===== src/rtl/bus_ready_gen.sv =====
// 8088 READY / wait-state generator: picks a wait count from the latched chip selects,
// synchronises the peripheral ready and bounds every wait with a watchdog.
//
// state     | meaning
// ----------+-----------------------------------------------------------
// ST_IDLE   | no bus cycle in progress, waiting for ALE
// ST_ARMED  | wait count latched, waiting for RD_N/WR_N
// ST_WAIT   | READY held low, counting wait clocks and watchdog
// ST_HOLD   | READY high, waiting for the strobe to end
module bus_ready_gen #(
   parameter int WAIT_CS1 = 0,
   parameter int WAIT_CS2 = 1,
   parameter int WAIT_CS3 = 2,
   parameter int WAIT_CS4 = 3,
   parameter int WAIT_DEF = 0,
   parameter int TIMEOUT  = 64,
   parameter int CW       = 8
) (
   input  logic       CLK,
   input  logic       RESET_N,
   input  logic       ALE,
   input  logic       RD_N,
   input  logic       WR_N,
   input  logic [3:0] CS,
   input  logic       EXT_RDY,
   output logic       READY,
   output logic       WAIT_ACT,
   output logic       BUS_ERR
);

   typedef enum logic [1:0] {ST_IDLE, ST_ARMED, ST_WAIT, ST_HOLD} state_t;

   localparam logic [CW-1:0] TMR_LOAD = CW'(TIMEOUT - 1);

   state_t          state_q, state_d;
   logic [CW-1:0]   wcnt_q, wcnt_d;
   logic [CW-1:0]   tmr_q, tmr_d;
   logic            ready_q, ready_d;
   logic            wait_act_q, wait_act_d;
   logic            bus_err_q, bus_err_d;
   logic            sync1_q, rdy_s_q;
   logic [CW-1:0]   sel_wait;
   logic            cmd;

   always_comb begin
      if (CS[3])      sel_wait = CW'(WAIT_CS1);
      else if (CS[2]) sel_wait = CW'(WAIT_CS2);
      else if (CS[1]) sel_wait = CW'(WAIT_CS3);
      else if (CS[0]) sel_wait = CW'(WAIT_CS4);
      else            sel_wait = CW'(WAIT_DEF);
   end

   assign cmd = ~RD_N | ~WR_N;

   always_comb begin
      state_d    = state_q;
      wcnt_d     = wcnt_q;
      tmr_d      = tmr_q;
      ready_d    = ready_q;
      wait_act_d = wait_act_q;
      bus_err_d  = 1'b0;
      case (state_q)
         ST_IDLE: begin
            if (ALE) begin
               wcnt_d  = sel_wait;
               state_d = ST_ARMED;
            end
         end
         ST_ARMED: begin
            if (cmd) begin
               if (wcnt_q != '0 || !rdy_s_q) begin
                  // The entry edge is the first wait clock, so it consumes one count.
                  ready_d    = 1'b0;
                  wait_act_d = 1'b1;
                  tmr_d      = TMR_LOAD;
                  wcnt_d     = (wcnt_q != '0) ? wcnt_q - CW'(1) : '0;
                  state_d    = ST_WAIT;
               end else begin
                  ready_d = 1'b1;
                  state_d = ST_HOLD;
               end
            end else if (ALE) begin
               wcnt_d = sel_wait;
            end
         end
         ST_WAIT: begin
            if (!cmd) begin
               ready_d    = 1'b1;
               wait_act_d = 1'b0;
               wcnt_d     = '0;
               state_d    = ST_IDLE;
            end else if (wcnt_q == '0 && rdy_s_q) begin
               ready_d    = 1'b1;
               wait_act_d = 1'b0;
               state_d    = ST_HOLD;
            end else if (tmr_q == '0) begin
               ready_d    = 1'b1;
               wait_act_d = 1'b0;
               bus_err_d  = 1'b1;
               state_d    = ST_HOLD;
            end else begin
               wcnt_d = (wcnt_q != '0) ? wcnt_q - CW'(1) : '0;
               tmr_d  = tmr_q - CW'(1);
            end
         end
         ST_HOLD: begin
            ready_d = 1'b1;
            if (!cmd) state_d = ST_IDLE;
         end
         default: begin
            state_d    = ST_IDLE;
            ready_d    = 1'b1;
            wait_act_d = 1'b0;
         end
      endcase
   end

   always_ff @(posedge CLK or negedge RESET_N) begin
      if (!RESET_N) begin
         state_q    <= ST_IDLE;
         wcnt_q     <= '0;
         tmr_q      <= '0;
         ready_q    <= 1'b1;
         wait_act_q <= 1'b0;
         bus_err_q  <= 1'b0;
         sync1_q    <= 1'b1;
         rdy_s_q    <= 1'b1;
      end else begin
         state_q    <= state_d;
         wcnt_q     <= wcnt_d;
         tmr_q      <= tmr_d;
         ready_q    <= ready_d;
         wait_act_q <= wait_act_d;
         bus_err_q  <= bus_err_d;
         sync1_q    <= EXT_RDY;
         rdy_s_q    <= sync1_q;
      end
   end

   assign READY    = ready_q;
   assign WAIT_ACT = wait_act_q;
   assign BUS_ERR  = bus_err_q;

endmodule

===== config.mk =====
export PLATFORM = sky130hd
export DESIGN_NAME = bus_ready_gen
export DESIGN_NICKNAME = d
export VERILOG_FILES = /design/src/rtl/bus_ready_gen.sv
export SDC_FILE = /design/constraint.sdc
export NUM_CORES = 1
export LEC_CHECK = 0
export ABC_CLOCK_PERIOD_IN_PS = 2660
export CORE_ASPECT_RATIO = 1.25
export CORE_MARGIN = 2
export CORE_UTILIZATION = 40
export CTS_BUF_LIST = sky130_fd_sc_hd__clkbuf_4 sky130_fd_sc_hd__clkbuf_8 sky130_fd_sc_hd__clkbuf_16
export CTS_CLUSTER_DIAMETER = 60
export CTS_CLUSTER_SIZE = 8
export DETAILED_ROUTE_END_ITERATION = 8
export MAX_ROUTING_LAYER = met4
export PLACE_DENSITY = 0.58
export SLEW_MARGIN = 15
export SYNTH_ARGS = -nofsm -noshare
export SYNTH_HDL_FRONTEND = slang
export SYNTH_SLANG_ARGS = --single-unit
export TNS_END_PERCENT = 5

===== constraint.sdc =====
create_clock -name CLK -period 2.66 [get_ports CLK]
set_input_delay 0.399 -clock CLK [delete_from_list [all_inputs] [get_ports CLK]]
set_output_delay 0.399 -clock CLK [all_outputs]
set_load 0.05 [all_outputs]

## After elaboration in Yosys (flattened, before gate mapping)

Index checks and enable logic that the tools add are counted.

- Bits in registers: 23
- Input bits: 10
- Output and inout port bits: 3
- Word-level logic and storage cells: 84

- Add/subtract/negate cells: 2
- Equal/unequal tests: 14
- Multiplexer cells: 42
- Bitwise logic cells: 3
- Reductions and logical operators: 15

Operator list:

| kind | number |
|---|---|
| $mux 8 | 13 |
| $pmux 8 s3 | 1 |
| $mux 2 | 9 |
| $logic_not 8->1 | 2 |
| $pmux 8 s2 | 1 |
| $sub 8x1->8 const B | 2 |
| $mux 1 | 15 |
| $ne 2x2->1 const B | 7 |
| $reduce_and 4->1 | 3 |
| $ne 3x3->1 const B | 3 |
| $pmux 2 s4 | 1 |
| $reduce_bool 8->1 | 1 |
| $reduce_and 6->1 | 1 |
| $reduce_bool 3->1 | 2 |
| $eq 2x2->1 const B | 2 |
| $ne 4x4->1 const B | 1 |
| $pmux 1 s3 | 1 |
| $reduce_and 3->1 | 1 |
| $eq 2x1->1 const B | 1 |
| $logic_not 2->1 | 1 |
| $not 1->1 | 2 |
| $pmux 1 s2 | 1 |
| $reduce_bool 2->1 | 1 |
| $logic_and 1x1->1 | 1 |
| other kinds (3) | 3 |

## Depth between registers and ports, before layout

- Depth after elaboration: 7
- Depth in mapped cells: 9
- Depth with buffers taken out: 7

## Worst setup path after synthesis

Ideal clock, no wire load.

- Path type: reg2reg
- From: reg state_q[0]
- To: reg wcnt_q[5]
- Setup time: 78 ps
- Arrival time: 1839 ps
- Required time: 2582 ps
- Path slack: 743 ps
- Stages on the path, launching flop included: 9
- Buffers on the path: 1
- Period minus slack after synthesis: 1917 ps
- Cells stage by stage: dfrtp_1 -> inv_1 -> ha_1 -> buf_2 -> a21boi_0 -> nand3_1 -> nand3b_2 -> or4_1 -> a21oi_1

- Cells in the longest elaborated chain, start to end: 3
- Elaborated cells on any way between the ends: 9
- Those cells by class: eq/ne: 5; mux: 1; reduce/logical: 3

RTL lines:

| item | RTL line | RTL |
|---|---|---|
| start: declaration | 35 | `state_t state_q, state_d;` |
| start signal: assignment | 129 | `state_q <= state_d;` |
| $eq 2x2->1 (tied with other cells) | 62 | `case (state_q)` |
| $ne 3x3->1 (no line) / $reduce_bool 3->1 (equally long branches) | -- |  |
| $reduce_and 4->1 (no line) | -- |  |
| end signal: assignment | 130 | `wcnt_q <= wcnt_d;` |
| end: declaration | 36 | `logic [CW-1:0] wcnt_q, wcnt_d;` |

Parallel ways exist; a longest one is shown, timed or not.
A chain may end at the register's enable or synchronous reset.

## Worst setup path in the final report

Same ends and word-level chain as after synthesis.

==> flow_summary.ini <==
[run_status]
status = complete, but fails checks
failed_checks = DRC

[die]
top_level_ports = 13
dieHeight_um = 72.27
start_util_pct = 42.09
die_w_um = 58.62
row_count = 24
die-area_sq_um = 4236
coreArea_sq_um = 3543

[worst_setup_path]
cp_max_fo = 15
worstPathRequired_ps = 2840
ff2ff_setup_slack_ps = 370
crit_path_start = state_q[0]
worstSetupStartpointType = flop
endpoint_kind = flop
r2r-start = state_q[0]
crit_arrival_ps = 2470
ff2ff_path_depth = 7
crit_type = flop to flop
r2r-end = wcnt_q[5]

[detailed_routing]
drtIter0Drc = 84
ant_nets = 0
drtPass1Iterations = 6
vias = 1232
wire_per_inst_um = 14.07
postRouteWirelength_um = 3039
viasPerCell = 5.704
drcViolationCount = 1

[cts]
cts.sinks = 23
root_buffer = clkbuf_8
cts_tree = built
ctsHoldBuffers = 0
clock_latency_ps = 260
htreeDepth = 1
clk_pin_slew_worst_paths_ps = 80
cts_resized = 0
clockBufferDepth = 2
cts_made_buffers = 3
post_cts_buffers = 0

[placement]
place_area_sq_um = 1654
place.gp.congestion = 0.8216
post-dp-hpwl_um = 2358
post-place-ws_ps = 257.5
port_buffers = 12
place_inst = 212

[logic_synthesis]
ys_warn_count = 0
yosysSeqAreaShare_pct = 38.84
synth_cell_types = 45
syn_nets = 182
ys_ff_latch = 23
netlist_area_sq_um = 1491
synthFlopType = dfrtp_1
synth_edf_count = 0
synthArstFlopShare_pct = 100.0
postSynthCellCount = 162
syn_avg_cell_area_sq_um = 9.206

[final_layout]
area_delta_synth_final_pct = 14.18
final_cell_area_sq_um = 1703
layout_commonest_cell = dfrtp_1
drive_gt1_share_pct = 11.86
final_cells = 216
diodes = 0
mostFrequentLayoutCells = dfrtp_1 (20), nor2_1 (14), a21oi_1 (13)
final_util_pct = 48.06
num-nets-final = 198

[timing]
whs_ps = 360.3
final-max-slew-violation-count = 0
period_minus_slack_ps = 2290
setup_viol = 0
skew_ps = 3.810
slew-limit-headroom_pct = 65.08
worst_slack_ps = 370.5
rsz0062_at_grt = false
hold_viol_final = 0
fmax_mhz = 436.8
fin_tns_setup_ps = 0
finalCritPeriodShare_pct = 86.07
worst_pin_slew_ps = 519.9

[global_route]
grt_pass1_wl_um = 5382
overflow = 0
grt_max_degree = 24
grt_usage_pct = 16.76
antenna_found_initial = 0
grt_pass1_vias = 1222

[pwr]
p_sw_uw = 872.4
pwr-share-comb_pct = 58.7
p_leak_nw = 0.7133
intPower_mw = 1.016
max-vdd-ir-drop_mv = 0.5505
clockPowerShare_pct = 11.9
pwr_density_cell_nw_per_um2 = 1109
total_power_mw = 1.888
seqPwrFrac_pct = 29.3
p_sw_share_pct = 46.20

[min_path]
hold_depth = 0
hold_class = flop to flop
holdCritStartpoint = sync1_q
hold_end = rdy_s_q

[flow_run]
cap_violations = 0
sequential cells by signal (all words and copies together), names as in the netlist:
signal	cells
READY	1
rdy_s_q	1
wcnt_q	8
BUS_ERR	1
tmr_q	8
sync1_q	1
state_q	2
WAIT_ACT	1
synthesized netlist by cell type, drive strengths merged (5+ instances only):
master / count / area [sq um]
nand2: 11 / 41.29
nor2: 14 / 52.55
nand4: 6 / 43.79
inv: 11 / 41.29
a21oi: 13 / 65.06
nand3: 10 / 55.05
ha: 10 / 125.1
o21ai: 6 / 30.03
nor3: 5 / 25.02
xor2: 7 / 61.31
dfrtp: 20 / 500.5
routing by layer:
layer	part of all wire, %	GRT usage, %
met5	0	-
met4	0.82	6.313
met3	2.1	2.852
met2	51	27.84
met1	46	20.23
power by group through the flow:
stage / sequential (mW) / clock [mW] / combinational (mW)
global placement: 0.554 / 0 / 1.09
detailed placement: 0.556 / 0 / 1.11
global route: 0.567 / 0.249 / 1.26
CTS: 0.552 / 0.231 / 1.11
finish: 0.554 / 0.225 / 1.11
floorplan: 0.585 / 0 / 0.833
kinds of logic (layout without fill, tap and decap cells):
| kind of cell | after synthesis | in the layout | synth area share [%] |
|---|---|---|---|
| muxes | 1 | 1 | 0.6712 |
| DFF | 23 | 23 | 38.84 |
| adders and majority gates | 10 | 10 | 8.389 |
| buffers and inverters | 14 | 29 | 4.194 |
| AOI/OAI and AO/OA | 40 | 40 | 17.79 |
| xor gates and xnor gates | 7 | 7 | 4.111 |
| and+or+nand+nor | 67 | 67 | 26.01 |
worst max path at each step:
stage / to / slack, ps / cells after the start
after global routing: wcnt_q[4] / 150 / 7
final: wcnt_q[5] / 370 / 7
after CTS: wcnt_q[5] / 390 / 7
after detailed placement: wcnt_q[5] / 260 / 6
after floorplan: wcnt_q[5] / 740 / 8
after global placement: wcnt_q[5] / 330 / 6
final cells by class:
type,instances,area (sq um)
clock buffers,4,48.80
repair buffers,14,135.1
inverters,11,41.29
well taps,39,48.80
fillers,341,1841
flip-flops and latches,23,579.3
multi-input cells,125,849.6
critical path, stage by stage, from the launching register on:
cell and delay (ps):
dfrtp_1 460, inv_1 110, ha_1 320, a21boi_0 200, nand3_1 180, nand3b_2 250
or4_1 530, a21oi_1 160
(Power assumes the default switching activity.)
